==> src/rtl/mcs4_rom_bus_seq.sv <==
// rtl/mcs4_rom_bus_seq.sv - MCS-4 ROM bus master: 8-phase timing, nibble address, cm/cl control
module mcs4_rom_bus_seq #(
  parameter logic [3:0] OPA_WRR = 4'h2,
  parameter logic [3:0] OPA_RDR = 4'hA
) (
  input  logic        clk,
  input  logic        rst,
  input  logic        req_valid,
  output logic        req_ready,
  input  logic [1:0]  req_kind,
  input  logic [11:0] req_addr,
  input  logic [3:0]  req_data,
  output logic        rsp_valid,
  output logic [7:0]  rsp_data,
  input  logic        clr_req,
  output logic        sync,
  output logic        cl_rom,
  output logic        cm_rom,
  output logic [3:0]  dbus_out,
  input  logic [3:0]  dbus_in,
  output logic [2:0]  phase,
  output logic        busy
);

  typedef enum logic [2:0] {
    PH_A1 = 3'd0, PH_A2 = 3'd1, PH_A3 = 3'd2, PH_M1 = 3'd3,
    PH_M2 = 3'd4, PH_X1 = 3'd5, PH_X2 = 3'd6, PH_X3 = 3'd7
  } phase_t;

  typedef enum logic [1:0] {
    K_FETCH = 2'd0, K_SRC = 2'd1, K_WRR = 2'd2, K_RDR = 2'd3
  } kind_t;

  phase_t      r_phase;
  phase_t      w_phase_next;
  logic        r_active;
  logic        r_clr_cyc;
  logic        r_clr_pend;
  kind_t       r_kind;
  logic [11:0] r_addr;
  logic [3:0]  r_data;
  logic [3:0]  r_hi;
  logic [7:0]  r_rsp_data;
  logic        w_accept;

  // Requests are only taken at X3 so the op occupies exactly the next A1..X3 window;
  // a pending clear blocks acceptance so the following cycle can be a clear cycle.
  assign req_ready = (r_phase == PH_X3) && !r_clr_pend && !rst;
  assign w_accept  = req_valid && req_ready;

  assign sync     = (r_phase == PH_X3);
  assign cl_rom   = r_clr_cyc;
  assign busy     = r_active;
  assign phase    = r_phase;
  assign rsp_data = r_rsp_data;

  // Phase state register: reset parks at X3 so the first A1 aligns with the ROMs' count.
  always_ff @(posedge clk or posedge rst) begin
    if (rst) begin
      r_phase <= PH_X3;
    end else begin
      r_phase <= w_phase_next;
    end
  end

  // Next phase: free-running 0..7 wrap.
  always_comb begin
    w_phase_next = PH_A1;
    if (r_phase != PH_X3) begin
      w_phase_next = phase_t'(r_phase + 3'd1);
    end
  end

  // Instruction-cycle ownership: decide at each X3 whether the next cycle is an op, a clear, or idle.
  always_ff @(posedge clk or posedge rst) begin
    if (rst) begin
      r_active   <= 1'b0;
      r_clr_cyc  <= 1'b0;
      r_clr_pend <= 1'b0;
    end else if (r_phase == PH_X3) begin
      r_active   <= w_accept;
      r_clr_cyc  <= r_clr_pend;
      // Entering a clear cycle consumes the pending flag; a clr_req seen now re-arms it.
      r_clr_pend <= clr_req;
    end else begin
      r_clr_pend <= r_clr_pend | clr_req;
    end
  end

  // Request latch: host inputs are don't-care once accepted.
  always_ff @(posedge clk or posedge rst) begin
    if (rst) begin
      r_kind <= K_FETCH;
      r_addr <= 12'h000;
      r_data <= 4'h0;
    end else if (w_accept) begin
      r_kind <= kind_t'(req_kind);
      r_addr <= req_addr;
      r_data <= req_data;
    end
  end

  // Read-data capture: fetch byte arrives high nibble at M1, low at M2; RDR nibble at X2.
  always_ff @(posedge clk or posedge rst) begin
    if (rst) begin
      r_hi       <= 4'h0;
      r_rsp_data <= 8'h00;
    end else if (r_active) begin
      if (r_kind == K_FETCH && r_phase == PH_M1) begin
        r_hi <= dbus_in;
      end
      if (r_kind == K_FETCH && r_phase == PH_M2) begin
        r_rsp_data <= {r_hi, dbus_in};
      end
      if (r_kind == K_RDR && r_phase == PH_X2) begin
        r_rsp_data <= {4'h0, dbus_in};
      end
    end
  end

  // Bus drive and command/response strobes, decoded from registered phase and op.
  always_comb begin
    dbus_out  = 4'h0;
    cm_rom    = 1'b0;
    rsp_valid = 1'b0;
    if (r_active) begin
      case (r_phase)
        PH_A1: dbus_out = r_addr[3:0];
        PH_A2: dbus_out = r_addr[7:4];
        PH_A3: dbus_out = r_addr[11:8];
        PH_M2: begin
          if (r_kind == K_WRR) begin
            dbus_out = OPA_WRR;
            cm_rom   = 1'b1;
          end else if (r_kind == K_RDR) begin
            dbus_out = OPA_RDR;
            cm_rom   = 1'b1;
          end
        end
        PH_X1: rsp_valid = (r_kind == K_FETCH);
        PH_X2: begin
          if (r_kind == K_SRC) begin
            dbus_out = r_data;
            cm_rom   = 1'b1;
          end else if (r_kind == K_WRR) begin
            // Data only: cm_rom stays low so the ROMs keep their chip select.
            dbus_out = r_data;
          end
        end
        PH_X3: rsp_valid = (r_kind == K_RDR);
        default: ;
      endcase
    end
  end

endmodule
==> config.mk <==
export PLATFORM = sky130hd
export DESIGN_NAME = mcs4_rom_bus_seq
export DESIGN_NICKNAME = d
export VERILOG_FILES = /design/src/rtl/mcs4_rom_bus_seq.sv
export SDC_FILE = /design/constraint.sdc
export NUM_CORES = 1
export LEC_CHECK = 0
export CAP_MARGIN = 20
export CELL_PAD_IN_SITES_DETAIL_PLACEMENT = 0
export CELL_PAD_IN_SITES_GLOBAL_PLACEMENT = 1
export CORE_ASPECT_RATIO = 1.1
export CORE_MARGIN = 5
export CORE_UTILIZATION = 42
export CTS_BUF_LIST = sky130_fd_sc_hd__clkbuf_8
export DETAILED_ROUTE_END_ITERATION = 8
export GPL_TIMING_DRIVEN = 1
export MAX_ROUTING_LAYER = met4
export PLACE_DENSITY = 0.95
export SLEW_MARGIN = 20
export SYNTH_ARGS = -nofsm -noshare
export SYNTH_HDL_FRONTEND = slang
export SYNTH_SLANG_ARGS = --single-unit
==> constraint.sdc <==
create_clock -name clk -period 3.3 [get_ports clk]
set_input_delay 0.66 -clock clk [delete_from_list [all_inputs] [get_ports clk]]
set_output_delay 0.66 -clock clk [all_outputs]
set_load 0.01 [all_outputs]
==> summary.md, run 1 <==
| Metric | Value |
|---|---|
| GR Layer Usage met2 | 0.263 |
| Fill cells | 342 |
| Pre-Repair DR Iteration Count | 4 |
| Routed wire per std cell | 16.5 um |
| Vias after detailed routing | 1203 |
| Pin count of the biggest net entering global routing | 37 |
| Nets | 213 |
| TritonCTS clock tree | done |
| End of the worst hold path | r_data[3] |
| Vias in the first global route | 1287 |
| Routed Antenna Nets | 0 |
| Cell accounting for the most synthesized area | sky130_fd_sc_hd__dfrtp_1 |
| Count of buffers inserted at the top-level ports | 46 |
| Sequential group share of total power | 0.578 |
| Buffer cell driving the clock tree root | sky130_fd_sc_hd__clkbuf_8 |
| Endpoint kind of the worst setup timing path | primary output |
| Commonest cells in the synthesized netlist | sky130_fd_sc_hd__dfrtp_1, sky130_fd_sc_hd__mux2_2, sky130_fd_sc_hd__inv_1 |
| Met3 Track Usage GR | 0.0379 |
| Worst Hold Class | reg2reg |
| Comb power frac | 0.056 |
| Leakage dissipation | 1.00 nW |
| Post-synthesis sequential element count | 36 |
| Clock sink count | 36 |
| Worst-Margin Slew | 0.521 ns |
| Area inside the core boundary | 3960 um2 |
| Post-detail-place hpwl | 2890 um |
| Total of cells resized after clock tree synthesis | 0 |
| Hold-fix buffers at CTS | 0 |
| Count of mapped cells out of synthesis | 133 |
| Die boundary width | 70.8 um |
| Maximum VDD drop | 0.256 mV |
| Reg-to-reg endpoint | r_kind[1] |
| Final number of hold-violating endpoints | 0 |
| Required @ worst endpoint | 2.64 ns |
| Setup TNS | 0 ns |
| Switching share of power | 0.202 |
| Maximum count of clock buffers along a single path | 2 |
| Net count after synthesis | 165 |
| Cts bufs inserted | 5 |
| Number of design rule violations left after detail routing | 0 |
| Count of pins on the block boundary | 47 |
| Final critical delay including setup and external delays | 3.08 ns |
| Routed Wire Length | 3850 um |
| Yosys warnings | 0 |
| Number of rows in the core area | 24 |
| Max-slew headroom | 0.650 |
| Clock input transition at the sequential cells of the worst setup and hold paths | 0.07 ns |
| Wire length of the first global-routing pass | 6400 um |
| Setup clock skew after layout | 0.00654 ns |
| Pins over their slew limit | 0 |
| Maximum frequency from static timing analysis | 325 MHz |
| Count leader, synth | sky130_fd_sc_hd__dfrtp_1 |
| Antenna violations before repair | 0 |
| Async set-reset flop share out of synthesis | 1.00 |
| Synth top area cells | sky130_fd_sc_hd__dfrtp_1, sky130_fd_sc_hd__mux2_2, sky130_fd_sc_hd__dfstp_2 |
| Internal power | 0.613 mW |
| Share of the yosys chip area belonging to registers | 0.530 |
| Portion of synthesized cell area occupied by the leading cell type | 0.484 |
| Areal power density over the cells | 337 nW/um2 |
| R2R Setup Slk | 1.10 ns |
| Post-layout instance area | 2280 um2 |
| Cell variety after synth | 33 |
| Min-Delay Startpoint | r_data[3] |
| Dominant register cell in the synthesized netlist | sky130_fd_sc_hd__dfrtp_1 |
| Cell count of the worst hold path | 1 |
| Total GRT Usage | 0.154 |
| RSZ-0062 raised after global routing | no |
| Met1 global-route usage | 0.170 |
| Initial Utilization | 0.431 |
| R2r startpoint | phase[0] |
| DR vias/cell | 5.14 |
| CP Launch Point | phase[0] |
| Final cycle utilization of the critical path | 0.932 |
| Clock latency reported for the late side of the worst-skew pair | 0.28 ns |
| Worst path arrival time | 2.42 ns |
| Count of antenna diodes in the layout | 0 |
| Aggregate global routing overflow | 0 |
| Final weighted congestion in routability-driven placement | 0.784 |
| Layout area overhead | 33.5% |
| Overall die height | 76.9 um |
| Average cell area after synthesis | 12.8 um2 |
| Share of final-layout standard cells stronger than drive strength 1 | 0.231 |
| Mapped Area | 1710 um2 |
| Critical Path Start Type | register |
| Status | finished, final reports clean |
| Overall die area | 5440 um2 |
| Setup CP Type | reg2out |
| Detailed router's first-iteration violation count | 50 |
| Top Usage Layer GRT | met2 |
| Final count of negative-setup-slack endpoints | 0 |
| Buffers inserted during post-CTS setup optimization | 0 |
| Worst R2R Path Depth | 6 |
| Switching pwr | 0.155 mW |
| Placed Area | 2200 um2 |
| Post-Route Hold Slack | 0.509 ns |
| Post-synth EDFFs | 0 |
| Clk pwr share | 0.366 |
| Number of levels in the clock H-tree | 2 |
| Max-cap violations | 0 |
| Highest net fanout along the worst path | 12 |
| Sequential cell area in the final layout | 905 um2 |
| Combined area of the multi-input logic cells | 714 um2 |
-- cell families after synthesis --
kind of cell    after synthesis  share of synthesized area
buf+inv                      17                     0.0513
mux                          31                      0.210
compound gates               18                     0.0792
xor+xnor                      1                    0.00513
simple gates                 24                     0.0799
flops                        36                      0.530
fa+ha+maj                     6                     0.0440
-- registers in the layout (all words and copies together) (netlist names) --
signal	count
phase	3
r_hi	4
r_data	4
rsp_data	8
r_addr	12
cl_rom	1
busy	1
r_clr_pend	1
r_kind	2
-- layout make-up --
class                           count  area share
Timing Repair Buffer               48       0.209
Multi-Input combinational cell     80       0.314
Inverter                           10      0.0165
Tap cell                           52      0.0286
Clock buffer                        5      0.0302
Clock inverter                      3     0.00549
Sequential cell                    36       0.397
-- power groups by stage --
stage | clock network (mW) | registers, mW | logic [mW]
after CTS | 0.291 | 0.444 | 0.0439
after floorplan | 0 | 0.452 | 0.00886
after global placement | 0 | 0.452 | 0.0420
after detailed placement | 0 | 0.452 | 0.0435
after global routing | 0.314 | 0.444 | 0.0472
final | 0.281 | 0.444 | 0.0429
-- layer usage --
layer	vias up	part of all wire
met4	0	0.016
met5	-	0
li1	569	-
met2	43	0.54
met1	587	0.40
met3	4	0.046
-- how the worst max path moves through the flow --
stage             endpoint  slack, ns  cells after the start
5_1_grt        dbus_out[0]       0.09                      5
4_1_cts        dbus_out[0]       0.23                      5
6_report       dbus_out[3]       0.22                      5
2_1_floorplan    r_addr[0]       0.96                      7
3_5_place_dp   dbus_out[0]       0.52                      5
3_3_place_gp   dbus_out[0]       0.62                      5
-- stage by stage --
step                setup WS (ns)  utilization  total power, mW  std cells
floorplan                   0.959            -            0.461        133
global placement            0.620        0.554            0.494        226
detailed placement          0.524        0.554            0.496        226
CTS                         0.226        0.575            0.779        234
global route               0.0854        0.575            0.805        234
finish                      0.224        0.575            0.769        234
-- critical path, cell delays in order, from the launching register on --
cell                              delay, ns
sky130_fd_sc_hd__dfstp_2               0.57
sky130_fd_sc_hd__inv_1                 0.07
sky130_fd_sc_hd__ha_1                  0.34
sky130_fd_sc_hd__o31ai_1               0.53
sky130_fd_sc_hd__a221oi_1              0.11
sky130_fd_sc_hd__clkdlybuf4s50_1       0.51
-- cells in the final DEF, fill, tap and decap left out, types with 5 or more instances in the layout --
| cell | count |
|---|---|
| sky130_fd_sc_hd__a21oi_1 | 6 |
| sky130_fd_sc_hd__clkbuf_8 | 5 |
| sky130_fd_sc_hd__clkdlybuf4s50_1 | 46 |
| sky130_fd_sc_hd__dfrtp_1 | 33 |
| sky130_fd_sc_hd__ha_1 | 6 |
| sky130_fd_sc_hd__inv_1 | 12 |
| sky130_fd_sc_hd__mux2_2 | 23 |
| sky130_fd_sc_hd__nand2_1 | 6 |
(Power assumes the default switching activity.)
==> inputs of run 2 (changes only) <==
--- a/config.mk
+++ b/config.mk
@@ -16,6 +16,7 @@
 export GPL_TIMING_DRIVEN = 1
 export MAX_ROUTING_LAYER = met4
 export PLACE_DENSITY = 0.95
+export SETUP_SLACK_MARGIN = 0.5
 export SLEW_MARGIN = 20
 export SYNTH_ARGS = -nofsm -noshare
 export SYNTH_HDL_FRONTEND = slang
==> run 2 against run 1 <==
  * Worst setup slack gained 0.22 ns
  * Combinational power is essentially flat
  * Via count grew 0.58%
  * Global-route usage grew 0.22 points
  * Utilization grew 2.0 points
  * Wire length grew 0.93%
  * Critical path depth grew 1
  * Highest routed layer unchanged
==> summary.md, run 2 (synthesized netlist as in run 1, its figures left out) <==
| Metric | Value |
|---|---|
| Max-slew headroom | 0.699 |
| R2r startpoint | phase[0] |
| Worst R2R Path Depth | 7 |
| Routed wire per std cell | 16.5 um |
| Antenna violations before repair | 0 |
| Nets | 214 |
| Count of antenna diodes in the layout | 0 |
| Areal power density over the cells | 326 nW/um2 |
| Final critical delay including setup and external delays | 2.85 ns |
| Pins over their slew limit | 0 |
| Number of flip-flops in the largest register | 12 |
| Share of final-layout standard cells stronger than drive strength 1 | 0.268 |
| Endpoint kind of the worst setup timing path | primary output |
| Aggregate global routing overflow | 0 |
| Final weighted congestion in routability-driven placement | 0.784 |
| Most used cells in the layout excluding fill and tap cells | sky130_fd_sc_hd__clkdlybuf4s50_1, sky130_fd_sc_hd__dfrtp_1, sky130_fd_sc_hd__mux2_2 |
| Routed Wire Length | 3890 um |
| Vias in the first global route | 1284 |
| Post-detail-place hpwl | 2890 um |
| Setup clock skew after layout | 0.00729 ns |
| Total GRT Usage | 0.156 |
| Maximum count of clock buffers along a single path | 2 |
| Reg with most FFs | r_addr |
| Overall die height | 76.9 um |
| Routed Antenna Nets | 0 |
| Worst Hold Class | reg2reg |
| Clock sink count | 36 |
| Wire length of the first global-routing pass | 6500 um |
| Internal power | 0.613 mW |
| Number of levels in the clock H-tree | 2 |
| Final count of negative-setup-slack endpoints | 0 |
| Final number of hold-violating endpoints | 0 |
| Maximum frequency from static timing analysis | 351 MHz |
| Cts bufs inserted | 5 |
| Switching share of power | 0.202 |
| Reg-to-reg endpoint | r_addr[3] |
| Worst path arrival time | 2.19 ns |
| End of the worst hold path | r_data[3] |
| Setup CP Type | reg2out |
| DR vias/cell | 5.15 |
| Initial Utilization | 0.431 |
| Buffer cell driving the clock tree root | sky130_fd_sc_hd__clkbuf_8 |
| Highest net fanout along the worst path | 6 |
| Clk pwr share | 0.366 |
| Number of design rule violations left after detail routing | 0 |
| Final setup slack of the worst path | 0.447 ns |
| Comb power frac | 0.056 |
| Final cycle utilization of the critical path | 0.865 |
| Number of rows in the core area | 24 |
| Worst setup slack after placement | 0.524 ns |
| Setup TNS | 0 ns |
| Worst-Margin Slew | 0.451 ns |
| Pin count of the biggest net entering global routing | 37 |
| Clock latency reported for the late side of the worst-skew pair | 0.28 ns |
| Detailed router's first-iteration violation count | 93 |
| TritonCTS clock tree | done |
| Clock input transition at the sequential cells of the worst setup and hold paths | 0.07 ns |
| Min-Delay Startpoint | r_data[3] |
| Maximum VDD drop | 0.256 mV |
| Status | finished, final reports clean |
| Vias after detailed routing | 1210 |
| R2R Setup Slk | 1.12 ns |
| Count of buffers inserted at the top-level ports | 46 |
| Pre-Repair DR Iteration Count | 5 |
| RSZ-0062 raised after global routing | yes |
| Sequential group share of total power | 0.578 |
| Critical Path Start Type | register |
| Required @ worst endpoint | 2.64 ns |
| Switching pwr | 0.156 mW |
| Cell count of the worst hold path | 1 |
| Max-cap violations | 0 |
| Layout area overhead | 38.0% |
| Count of pins on the block boundary | 47 |
| Overall die area | 5440 um2 |
| Leakage dissipation | 1.06 nW |
| Commonest non-fill, non-tap cell in the layout | sky130_fd_sc_hd__clkdlybuf4s50_1 |
| Area inside the core boundary | 3960 um2 |
| Die boundary width | 70.8 um |
-- run 2: changes by cell type in the layout (fill, tap and decap cells not counted), sizes merged --
| cell | previous run | this run |
|---|---|---|
| buf | 2 | 3 |
| clkdlybuf4s50 | 46 | 41 |
| dlymetal6s2s | 0 | 2 |
| dlygate4sd2 | 0 | 3 |
-- run 2: power by group through the flow --
stage                     sequential, mW  clock [mW]  combinational [mW]
after global placement             0.452           0              0.0420
final                              0.444       0.281              0.0431
after detailed placement           0.452           0              0.0435
after floorplan                    0.452           0             0.00886
after global routing               0.444       0.314              0.0473
after CTS                          0.444       0.291              0.0440
-- run 2: what timing repair did --
item                       in CTS  in global routing
setup endpoints to repair       7                  4
cloned                          0                  0
setup buffers                   0                  1
resized for setup              10                  6
hold buffers                    0                  0
pin swaps                       1                  2
-- run 2: cell type report --
cell class | instances | area, um2
inverter | 10 | 37.5
sequential | 36 | 905
timing repair buffer | 49 | 484
clock inverter | 3 | 12.5
fill | 329 | 1610
multi-input combinational | 80 | 783
clock buffer | 5 | 68.8
tap | 52 | 65.1
-- run 2: worst max path at each step --
stage	startpoint	cells past startpoint	end	slack, ns
after floorplan	phase[0]	7	r_addr[0]	0.96
after global placement	phase[1]	5	dbus_out[0]	0.62
after detailed placement	phase[1]	5	dbus_out[0]	0.52
after CTS	phase[0]	5	dbus_out[0]	0.42
after global routing	phase[1]	6	dbus_out[1]	0.36
final	phase[1]	6	dbus_out[1]	0.45
-- run 2: per-stage QoR --
step	cells	cell area [um2]	total power [mW]	utilization	hold slack, ns
3_3_place_gp	226	2200	0.494	0.554	0.483
4_1_cts	234	2300	0.779	0.581	0.516
6_report	235	2360	0.769	0.594	0.510
3_5_place_dp	226	2200	0.496	0.554	0.499
5_1_grt	235	2360	0.805	0.594	0.537
2_1_floorplan	133	1710	0.461	-	0.467
-- run 2: routing by layer --
| metal | part of all wire | vias to the layer above | GRT usage |
|---|---|---|---|
| met4 | 0.016 | 0 | 0.0620 |
| met5 | 0 | - | - |
| met2 | 0.54 | 49 | 0.264 |
| met3 | 0.055 | 4 | 0.0379 |
| li1 | - | 570 | - |
| met1 | 0.39 | 587 | 0.175 |
-- run 2: worst max-delay path, cell delays in order, from the launching register on --
cell	delay (ns)
sky130_fd_sc_hd__dfstp_2	0.58
sky130_fd_sc_hd__inv_1	0.11
sky130_fd_sc_hd__ha_4	0.20
sky130_fd_sc_hd__nor2b_1	0.15
sky130_fd_sc_hd__o31ai_4	0.30
sky130_fd_sc_hd__a21oi_1	0.09
sky130_fd_sc_hd__clkdlybuf4s50_1	0.49
